$ cat src/rtl/fifo_bank_l2_pkg.sv
`default_nettype none
// +----------------------------------------------------------------------+
// | Module  : fifo_bank_l2_pkg                                           |
// | Brief   : shared constants for the four-lane byte FIFO bank          |
// | Revision: 1.0  initial release                                       |
// +----------------------------------------------------------------------+
package fifo_bank_l2_pkg;
  localparam int DEPTH_DEFAULT     = 4;
  localparam int AF_THRESH_DEFAULT = 3;
  localparam int LANES             = 4;
  localparam int DATA_W            = 8;
endpackage
`default_nettype wire

$ cat src/rtl/fifo_bank_l2_if.sv
`default_nettype none
// +----------------------------------------------------------------------+
// | Module  : fifo_bank_l2_if                                            |
// | Brief   : lane-bundled push/pop/status signals of the FIFO bank      |
// | Revision: 1.0  initial release                                       |
// +----------------------------------------------------------------------+
interface fifo_bank_l2_if;
  import fifo_bank_l2_pkg::*;

  logic [LANES-1:0]        validin;
  logic [LANES*DATA_W-1:0] datain;
  logic [LANES-1:0]        pop;
  logic [LANES*DATA_W-1:0] dataout;
  logic [LANES-1:0]        validout;
  logic [LANES-1:0]        empty;
  logic [LANES-1:0]        almost_full;
  logic [LANES-1:0]        err;

  modport master (
    output validin, datain, pop,
    input  dataout, validout, empty, almost_full, err
  );

  modport slave (
    input  validin, datain, pop,
    output dataout, validout, empty, almost_full, err
  );
endinterface
`default_nettype wire

$ cat src/rtl/fifo_bank_l2_fifo_8b.sv
`default_nettype none
// +----------------------------------------------------------------------+
// | Module  : fifo_8b                                                    |
// | Brief   : single-lane byte FIFO, registered read port, latency 1.    |
// |           Macro FIFO_BANK_L2_ERR_EN enables the sticky err flag.     |
// | Revision: 1.0  initial release                                       |
// +----------------------------------------------------------------------+
module fifo_8b
  import fifo_bank_l2_pkg::*;
#(
  parameter int DEPTH     = DEPTH_DEFAULT,
  parameter int AF_THRESH = AF_THRESH_DEFAULT
) (
  input  wire logic              clk,
  input  wire logic              reset_L,
  input  wire logic              validin,
  input  wire logic [DATA_W-1:0] datain,
  input  wire logic              pop,
  output logic      [DATA_W-1:0] dataout,
  output logic                   validout,
  output logic                   empty,
  output logic                   almost_full,
  output logic                   err
);
  localparam int PTR_W = $clog2(DEPTH);
  localparam int CNT_W = PTR_W + 1;
  localparam logic [CNT_W-1:0] C_DEPTH = CNT_W'(DEPTH);
  localparam logic [CNT_W-1:0] C_AF    = CNT_W'(AF_THRESH);

  logic [DATA_W-1:0] mem_q [DEPTH];
  logic [PTR_W-1:0]  wr_ptr_q, wr_ptr_d;
  logic [PTR_W-1:0]  rd_ptr_q, rd_ptr_d;
  logic [CNT_W-1:0]  count_q, count_d;
  logic [DATA_W-1:0] dataout_q, dataout_d;
  logic              validout_q, validout_d;
  logic              push_ok, pop_ok;

  // Full/empty are judged on the pre-edge count, so an empty lane never
  // forwards a same-cycle push and a full lane drops a same-cycle push.
  always_comb begin
    push_ok    = validin && (count_q < C_DEPTH);
    pop_ok     = pop && (count_q != '0);
    wr_ptr_d   = wr_ptr_q;
    rd_ptr_d   = rd_ptr_q;
    count_d    = count_q;
    dataout_d  = dataout_q;
    validout_d = pop_ok;
    if (push_ok) wr_ptr_d = wr_ptr_q + PTR_W'(1);
    if (pop_ok) begin
      rd_ptr_d  = rd_ptr_q + PTR_W'(1);
      dataout_d = mem_q[rd_ptr_q];
    end
    case ({push_ok, pop_ok})
      2'b10:   count_d = count_q + CNT_W'(1);
      2'b01:   count_d = count_q - CNT_W'(1);
      default: count_d = count_q;
    endcase
  end

  always_ff @(posedge clk or posedge reset_L) begin
    if (reset_L) begin
      wr_ptr_q   <= '0;
      rd_ptr_q   <= '0;
      count_q    <= '0;
      dataout_q  <= '0;
      validout_q <= 1'b0;
    end else begin
      wr_ptr_q   <= wr_ptr_d;
      rd_ptr_q   <= rd_ptr_d;
      count_q    <= count_d;
      dataout_q  <= dataout_d;
      validout_q <= validout_d;
    end
  end

  always_ff @(posedge clk) begin
    if (push_ok) mem_q[wr_ptr_q] <= datain;
  end

`ifdef FIFO_BANK_L2_ERR_EN
  logic err_q, err_d;

  always_comb begin
    err_d = err_q | (validin && !push_ok) | (pop && !pop_ok);
  end

  always_ff @(posedge clk or posedge reset_L) begin
    if (reset_L) err_q <= 1'b0;
    else         err_q <= err_d;
  end

  assign err = err_q;
`else
  assign err = 1'b0;
`endif

  assign dataout     = dataout_q;
  assign validout    = validout_q;
  assign empty       = (count_q == '0);
  assign almost_full = (count_q >= C_AF);
endmodule
`default_nettype wire

$ cat src/rtl/fifo_bank_l2.sv
`default_nettype none
// +----------------------------------------------------------------------+
// | Module  : fifo_bank_l2                                               |
// | Brief   : four independent byte FIFOs, one per demux lane.           |
// |           Macro FIFO_BANK_L2_ERR_EN enables per-lane err flags.      |
// | Revision: 1.0  initial release                                       |
// +----------------------------------------------------------------------+
module fifo_bank_l2
  import fifo_bank_l2_pkg::*;
#(
  parameter int DEPTH     = DEPTH_DEFAULT,
  parameter int AF_THRESH = AF_THRESH_DEFAULT
) (
  input wire logic        clk,
  input wire logic        reset_L,
  fifo_bank_l2_if.slave   bus
);
  for (genvar i = 0; i < LANES; i++) begin : g_lane
    fifo_8b #(
      .DEPTH     (DEPTH),
      .AF_THRESH (AF_THRESH)
    ) u_fifo (
      .clk         (clk),
      .reset_L     (reset_L),
      .validin     (bus.validin[i]),
      .datain      (bus.datain[DATA_W*i +: DATA_W]),
      .pop         (bus.pop[i]),
      .dataout     (bus.dataout[DATA_W*i +: DATA_W]),
      .validout    (bus.validout[i]),
      .empty       (bus.empty[i]),
      .almost_full (bus.almost_full[i]),
      .err         (bus.err[i])
    );
  end
endmodule
`default_nettype wire

$ cat src/flat_wrapper.sv
// flat-port wrapper written by rule: the top's interface ports become plain ports
module fifo_bank_l2_flat import fifo_bank_l2_pkg::*;
#(
  parameter int DEPTH     = DEPTH_DEFAULT,
  parameter int AF_THRESH = AF_THRESH_DEFAULT
)
  (clk, reset_L, bus_validin, bus_datain, bus_pop, bus_dataout, bus_validout, bus_empty, bus_almost_full, bus_err);
  fifo_bank_l2_if bus_i ();
  input wire logic clk;
  input wire logic reset_L;
  input wire logic [$bits(bus_i.validin)-1:0] bus_validin;
  input wire logic [$bits(bus_i.datain)-1:0] bus_datain;
  input wire logic [$bits(bus_i.pop)-1:0] bus_pop;
  output wire logic [$bits(bus_i.dataout)-1:0] bus_dataout;
  output wire logic [$bits(bus_i.validout)-1:0] bus_validout;
  output wire logic [$bits(bus_i.empty)-1:0] bus_empty;
  output wire logic [$bits(bus_i.almost_full)-1:0] bus_almost_full;
  output wire logic [$bits(bus_i.err)-1:0] bus_err;
  assign bus_i.validin = bus_validin;
  assign bus_i.datain = bus_datain;
  assign bus_i.pop = bus_pop;
  assign bus_dataout = bus_i.dataout;
  assign bus_validout = bus_i.validout;
  assign bus_empty = bus_i.empty;
  assign bus_almost_full = bus_i.almost_full;
  assign bus_err = bus_i.err;
  fifo_bank_l2 #(.DEPTH(DEPTH), .AF_THRESH(AF_THRESH)) u_core (.clk(clk), .reset_L(reset_L), .bus(bus_i));
endmodule
$ cat config.mk
export PLATFORM = sky130hd
export DESIGN_NAME = fifo_bank_l2_flat
export DESIGN_NICKNAME = d
export VERILOG_FILES = /design/src/rtl/fifo_bank_l2_pkg.sv /design/src/rtl/fifo_bank_l2_if.sv /design/src/rtl/fifo_bank_l2_fifo_8b.sv /design/src/rtl/fifo_bank_l2.sv /design/src/flat_wrapper.sv
export SDC_FILE = /design/constraint.sdc
export NUM_CORES = 1
export LEC_CHECK = 0
export CAP_MARGIN = 40
export CORE_MARGIN = 1.5
export CORE_UTILIZATION = 50
export DETAILED_ROUTE_END_ITERATION = 12
export PLACE_DENSITY = 0.75
export SLEW_MARGIN = 20
export SYNTH_ARGS = -nofsm -noshare
export SYNTH_HDL_FRONTEND = slang
export SYNTH_SLANG_ARGS = --single-unit
$ cat constraint.sdc
create_clock -name clk -period 2.3 [get_ports clk]
set_input_delay 0.69 -clock clk [delete_from_list [all_inputs] [get_ports clk]]
set_output_delay 0.69 -clock clk [all_outputs]
set_load 0.02 [all_outputs]
==> results of run 1 <==
## cell families after synthesis
logic type                 share of synthesized area, %
xor gates and xnor gates                           2.72
AOI/OAI and AO/OA                                  1.75
adders and majority gates                          4.27
and+or+nand+nor                                    7.25
DFF                                                70.4
other                                            0.0485
muxes                                              9.84
buffers and inverters                              3.74
## worst max-delay path by stage
stage	end	slack, ns	depth (start not counted)
after floorplan	u_core.g_lane[0].u_fifo.count_q[0]	0.01	1
after global placement	u_core.g_lane[0].u_fifo.count_q[2]	-0.13	9
after detailed placement	u_core.g_lane[2].u_fifo.count_q[2]	-0.19	9
after CTS	bus_almost_full[2]	0.004	2
after global routing	bus_empty[3]	0.07	2
final	bus_empty[3]	0.14	2
## per-stage QoR
stage	setup TNS, ns	instances	utilization [%]
floorplan	0	481	-
global placement	-0.408	759	60.2
detailed placement	-0.769	759	60.2
CTS	0	791	63.9
global route	0	791	64.0
finish	0	791	64.0
## routing by layer
| layer | up-vias | GRT usage (%) |
|---|---|---|
| met5 | - | 0 |
| met4 | 0 | 5.75 |
| met3 | 12 | 5.23 |
| met2 | 100 | 31.6 |
| met1 | 2021 | 21.1 |
| li1 | 1882 | - |
## state kept, by name (all words and copies together), names as in the netlist
name                           flops
u_core.g_lane.u_fifo.mem_q       128
u_core.g_lane.u_fifo.dataout      32
u_core.g_lane.u_fifo.count_q      12
u_core.g_lane.u_fifo.rd_ptr_q      8
u_core.g_lane.u_fifo.wr_ptr_q      8
u_core.g_lane.u_fifo.validout      4
## what timing repair did
action | CTS | global route
pin swaps | 0 | 0
setup endpoints to repair | 8 | 1
gates resized for setup | 16 | 1
## layout make-up
class	count	area (um^2)
fill	1045	5460
sequential	192	5460
multi-input combinational	232	2010
timing repair buffer	118	1310
clock buffer	19	433
tap	188	235
clock inverter	13	128
inverter	29	119
## power breakdown
part           total [mW]  switching (mW)  internal [mW]
Sequential           5.43           0.815           4.61
Clock                2.80            1.29           1.51
Combinational        3.97            1.84           2.13
Total                12.2            3.94           8.26
## critical path: cells and delay by family, from the launching register on
family,cells,cell delay (ns)
and+or+nand+nor,1,0.23
buffers and inverters,1,0.36
DFF,1,0.45
## synthesized netlist by cell type
cell type  count
buf_4         16
edfxtp_1     128
mux2i_1        4
mux4_2        32
nand2_1      100
inv_1         25
nor3_1         4
nand2_2        4
nor2b_1        4
dfrtp_1       64
o21ai_0        4
inv_4          4
a21o_1         4
clkbuf_1       8
nor2_1         4
xnor2_1       16
ha_1          20
o31ai_4        4
and2_1        16
conb_1         1
buf_2          4
fa_1           4
xor2_1         8
## placed cells by master (no fill, tap or decap)
cell             netlist  layout
edfxtp_1             128     128
nand2_1              100     100
clkdlybuf4s50_1        0      77
dfrtp_1               64      55
mux4_2                32      32
inv_1                 25      24
ha_1                  20      20
clkbuf_16              0      17
buf_12                 0      17
xnor2_1               16      16
and2_1                16      16
buf_4                 16      16
dfrtp_2                0       9
xor2_1                 8       8
dlygate4sd2_1          0       7
inv_6                  0       5
o31ai_4                4       4
inv_4                  4       4
mux2i_1                4       4
nor2b_1                4       4
nor3_1                 4       4
a21o_1                 4       4
nor2_1                 4       4
nand2_2                4       4
o21ai_0                4       4
fa_1                   4       4
conb_1                 1       4
clkinvlp_4             0       4
clkbuf_1               8       2
inv_2                  0       1
bufinv_16              0       1
clkinv_4               0       1
clkinv_1               0       1
inv_8                  0       1
dlymetal6s2s_1         0       1
==> qor.txt, run 1 <==
Final Cycle Share: 93.8%
Max-Cap Viols: 0
Bufs on Longest Clock Path: 2
final net count: 656
hpwl dp: 8910 um
Layout area overhead: 25.3%
n_diodes: 0
Pleak: 3.78 nW
slowest cell delay on critical path: 0.45 ns
Yosys warning count: 0
Worst Setup SP: u_core.g_lane[3].u_fifo.count_q[0]
Fin. Hold Viols: 0
Critical Path, Cell by Cell: nor3_1 -> dlygate4sd2_1
Global Route Usage Sum: 17.9%
routed length on met2: 6970 um
Synth Instances: 478
Yosys top cell by area: edfxtp_1
cell area after layout: 9690 um^2
starting density of the core: 51.1%
width of the die: 127 um
full die area: 16200 um^2
CP startpoint kind: flop
H-tree lvl count: 4
largest net degree at the start of global routing: 65
chip height: 127 um
Setup crit end kind: output pin
Crit Reg-Reg Startpoint: u_core.g_lane[0].u_fifo.count_q[2]
clk_lat worst skew: 0.42 ns
Hold EP: u_core.g_lane[1].u_fifo.dataout[7]
detailed-route wire length per cell: 16.4 um
WP data arrival: 1.47 ns
pins over their slew limit: 0
status: finished clean
CTS Hold Bufs: 0
Initial DRT Pass Iterations: 5
final WL: 13000 um
final worst slack: 0.143 ns
met3 WL: 571 um
RSZ-0062 raised after global routing: no
total clock sinks: 192
Hold Path Class: reg -> reg
IO Count: 90
WHS: 0.475 ns
Hold Startpoint: u_core.g_lane[1].u_fifo.dataout[7]
flops & latches, synth: 192
CP Max Fanout: 5
gpl congestion: 0.719
routed vias: 4015
antenna-violating nets left: 0
Worst R2R Setup Slack: 0.55 ns
Clk pin slew, worst setup/hold paths: 0.07 ns
P per Cell Area: 1260 nW/um^2
Fmax: 0.464 GHz
area post-placement: 9120 um^2
Tmin final: 2.16 ns
Slew Limit Headroom: 58.8%
first-pass GRT wire length: 21700 um
CTS tree: done
WS Path Type: reg -> out
number of CTS-inserted buffers: 17
grt ovf: 0
Root Driver: clkbuf_16
# DRC: 0
worst r2r path cells: 9
final total power: 12.2 mW
register area share after synthesis: 70.4%
vias per cell: 5.08
share of cells above drive strength 1: 19.2%
post-CTS setup buffer count: 0
mean post-synth cell area: 16.2 um^2
I/O Buffers: 85
Top Metal Used: met4
pre-CTS setup slack: -0.186 ns
M1 wire length: 5230 um
Synth top area share: 49.7%
Area contributors post-synth: edfxtp_1 (50%), dfrtp_1 (21%), mux4_2 (9.3%), nand2_1 (4.9%), ha_1 (3.2%)
vias in the first global route: 4355
CP required: 1.61 ns
slowest library cell on the worst path: dfrtp_2
Hold Path Depth: 2
Core Area: 15100 um^2
initial antenna violation count: 0
Crit Reg-Reg Endpoint: u_core.g_lane[0].u_fifo.count_q[2]
Cell variety after synth: 23
initial DRC count: 138
endpoints failing setup: 0
Fin Clk Skew: 0.00839 ns
worst vdd ir: 0.00111 V
synthesized area: 7730 um^2
Worst Max-Slew Pin Slew: 0.618 ns
Row Count: 45
Power figures use the tool's default switching activity.
==> run 2: changes to the inputs <==
--- a/config.mk
+++ b/config.mk
@@ -5,7 +5,7 @@
 export SDC_FILE = /design/constraint.sdc
 export NUM_CORES = 1
 export LEC_CHECK = 0
-export CAP_MARGIN = 40
+export CAP_MARGIN = 20
 export CORE_MARGIN = 1.5
 export CORE_UTILIZATION = 50
 export DETAILED_ROUTE_END_ITERATION = 12
==> results of run 2 <==
The final DEF is identical to that of run 1; final timing and power are the same.
==> run 3: changes to the inputs <==
--- a/config.mk
+++ b/config.mk
@@ -6,10 +6,12 @@
 export NUM_CORES = 1
 export LEC_CHECK = 0
 export CAP_MARGIN = 20
+export CELL_PAD_IN_SITES_DETAIL_PLACEMENT = 0
+export CELL_PAD_IN_SITES_GLOBAL_PLACEMENT = 1
 export CORE_MARGIN = 1.5
-export CORE_UTILIZATION = 50
+export CORE_UTILIZATION = 42
 export DETAILED_ROUTE_END_ITERATION = 12
-export PLACE_DENSITY = 0.75
+export PLACE_DENSITY_LB_ADDON = 0.1
 export SLEW_MARGIN = 20
 export SYNTH_ARGS = -nofsm -noshare
 export SYNTH_HDL_FRONTEND = slang
==> qor.txt, run 3 (synthesis results as in run 1) <==
Hold Path Class: reg -> reg
CP startpoint kind: flop
routed vias: 3973 (-1.0%)
detailed-route wire length per cell: 15.8 um (-3.5%)
CP required: 1.61 ns (about the same)
gpl congestion: 0.728 (+1.2%)
WP data arrival: 1.52 ns (+0.05 ns)
CTS tree: done
Largest register FFs: 128 (unchanged)
Setup crit end kind: output pin
Row Count: 49 (+8.9%)
Fmax: 0.453 GHz (-2.2%)
initial antenna violation count: 0 (unchanged)
M1 wire length: 6010 um (+15%)
WHS: 0.474 ns (-0.000299 ns)
first-pass GRT wire length: 22100 um (+1.8%)
full die area: 19200 um^2 (+19%)
Slew Limit Headroom: 56.6% (-2.3 points)
Root Driver: clkbuf_16
antenna-violating nets left: 0 (unchanged)
initial DRC count: 131 (-5.1%)
CTS Hold Bufs: 0 (unchanged)
final worst slack: 0.0945 ns (-0.0486 ns)
clk_lat worst skew: 0.43 ns (about the same)
vias in the first global route: 4269 (-2.0%)
total clock sinks: 192 (unchanged)
I/O Buffers: 85 (unchanged)
Tmin final: 2.21 ns (+0.0486 ns)
Hold Path Depth: 2 (unchanged)
routed length on met2: 6660 um (-4.4%)
Sw Pwr: 3.98 mW (+0.91%)
Core Area: 18000 um^2 (+19%)
starting density of the core: 42.9% (-8.2 points)
n_diodes: 0 (unchanged)
Internal: 8.11 mW (-1.8%)
IO Count: 90 (unchanged)
width of the die: 139 um (+8.9%)
Biggest register: u_core.g_lane.u_fifo.mem_q
chip height: 139 um (+8.9%)
number of CTS-inserted buffers: 17 (unchanged)
largest net degree at the start of global routing: 65 (unchanged)
Max-Cap Viols: 0 (unchanged)
H-tree lvl count: 4 (unchanged)
vias per cell: 4.74 (-6.6%)
most frequent cells in the layout: edfxtp_1 (128), nand2_1 (100), clkdlybuf4s50_1 (77)
Seq pwr share: 44.8% (+0.3 points)
pins over their slew limit: 0 (unchanged)
P per Cell Area: 1250 nW/um^2 (-0.81%)
final WL: 13200 um (+2.2%)
grt ovf: 0 (unchanged)
switching share of power: 32.9% (+0.61 points)
Worst R2R Setup Slack: 0.54 ns (about the same)
final core utilization: 53.7% (-10 points)
pre-CTS setup slack: -0.194 ns (-0.00795 ns)
endpoints failing setup: 0 (unchanged)
Final Cycle Share: 95.9% (+2.1 points)
commonest non-fill, non-tap cell in the layout: edfxtp_1
Clock Power Share: 22.8% (-0.2 points)
Fin. Hold Viols: 0 (unchanged)
share of cells above drive strength 1: 19.9% (+0.63 points)
CP Max Fanout: 5 (unchanged)
status: finished clean
worst r2r path cells: 8 (-1)
Crit Reg-Reg Endpoint: u_core.g_lane[1].u_fifo.count_q[2]
post-CTS setup buffer count: 0 (unchanged)
WS Path Type: reg -> out
Crit Reg-Reg Startpoint: u_core.g_lane[1].u_fifo.count_q[0]
Worst Max-Slew Pin Slew: 0.652 ns (+0.0340 ns)
hpwl dp: 8920 um (+0.15%)
Hold Startpoint: u_core.g_lane[1].u_fifo.dataout[1]
# DRC: 0 (unchanged)
met3 WL: 412 um (-28%)
final cell count without fillers: 838 (+5.9%)
RSZ-0062 raised after global routing: no
Initial DRT Pass Iterations: 4 (-1)
Comb power frac: 32.4% (-0.2 points)
PostCTS Resize Cnt: 15 (-1)
Hold EP: u_core.g_lane[1].u_fifo.dataout[1]
Top Metal Used: met4
Layout area overhead: 25.1%
Global Route Usage Sum: 15.1% (-2.8 points)
final net count: 662 (+0.91%)
final total power: 12.1 mW (-0.95%)
worst vdd ir: 0.000583 V (-48%)
Pleak: 3.80 nW (+0.40%)
Placed Cells: 806 (+6.2%)
Bufs on Longest Clock Path: 2 (unchanged)
Fin Clk Skew: 0.00730 ns (-0.00110 ns)
Clk pin slew, worst setup/hold paths: 0.07 ns (about the same)
## run 3: changes by cell type in the layout (fill, tap and decap cells not counted), sizes merged
cell and delta:
clkinv +7, buf +6, clkinvlp -3, clkbuf -2
bufinv -1, dlygate4sd2 +1, dlymetal6s2s -1, inv -1
## run 3: worst max-delay path by stage
stage	from	end	slack (ns)
2_1_floorplan	reset_L	u_core.g_lane[0].u_fifo.count_q[0]	0.01
3_3_place_gp	bus_pop[0]	u_core.g_lane[0].u_fifo.count_q[2]	-0.17
3_5_place_dp	bus_pop[0]	u_core.g_lane[0].u_fifo.count_q[2]	-0.19
4_1_cts	u_core.g_lane[0].u_fifo.count_q[0]	bus_empty[0]	0.09
5_1_grt	u_core.g_lane[0].u_fifo.count_q[0]	bus_empty[0]	0.02
6_report	u_core.g_lane[0].u_fifo.count_q[0]	bus_empty[0]	0.09
## run 3: final cells by class
cell class	instances	area, um^2
Fill cell	1481	8350
Clock buffer	17	425
Timing Repair Buffer	124	1250
Multi-Input combinational cell	232	2010
Clock inverter	15	131
Sequential cell	192	5450
Inverter	29	119
Tap cell	229	287
## run 3: critical path, stage by stage, from the launching register on
cell,delay [ns]
dfrtp_2,0.45
nor3_1,0.26
dlygate4sd2_1,0.38
## run 3: metal layers
layer	vias up	global-route usage [%]
met1	1993	19.5
met4	0	4.77
met3	14	4.18
li1	1897	-
met2	69	25.0
met5	-	0
## run 3: metrics by stage
stage / TNS [ns] / area [um^2]
3_5_place_dp: -0.720 / 9120
3_3_place_gp: -0.436 / 9120
2_1_floorplan: 0 / 7750
5_1_grt: 0 / 9670
6_report: 0 / 9670
4_1_cts: 0 / 9670
## run 3: power by group through the flow
stage,sequential (mW),combinational [mW],clock (mW)
detailed placement,5.51,4.04,0
global placement,5.47,3.96,0
finish,5.42,3.92,2.75
CTS,5.46,4.00,2.84
floorplan,5.41,2.52,0
global route,5.58,4.33,2.98
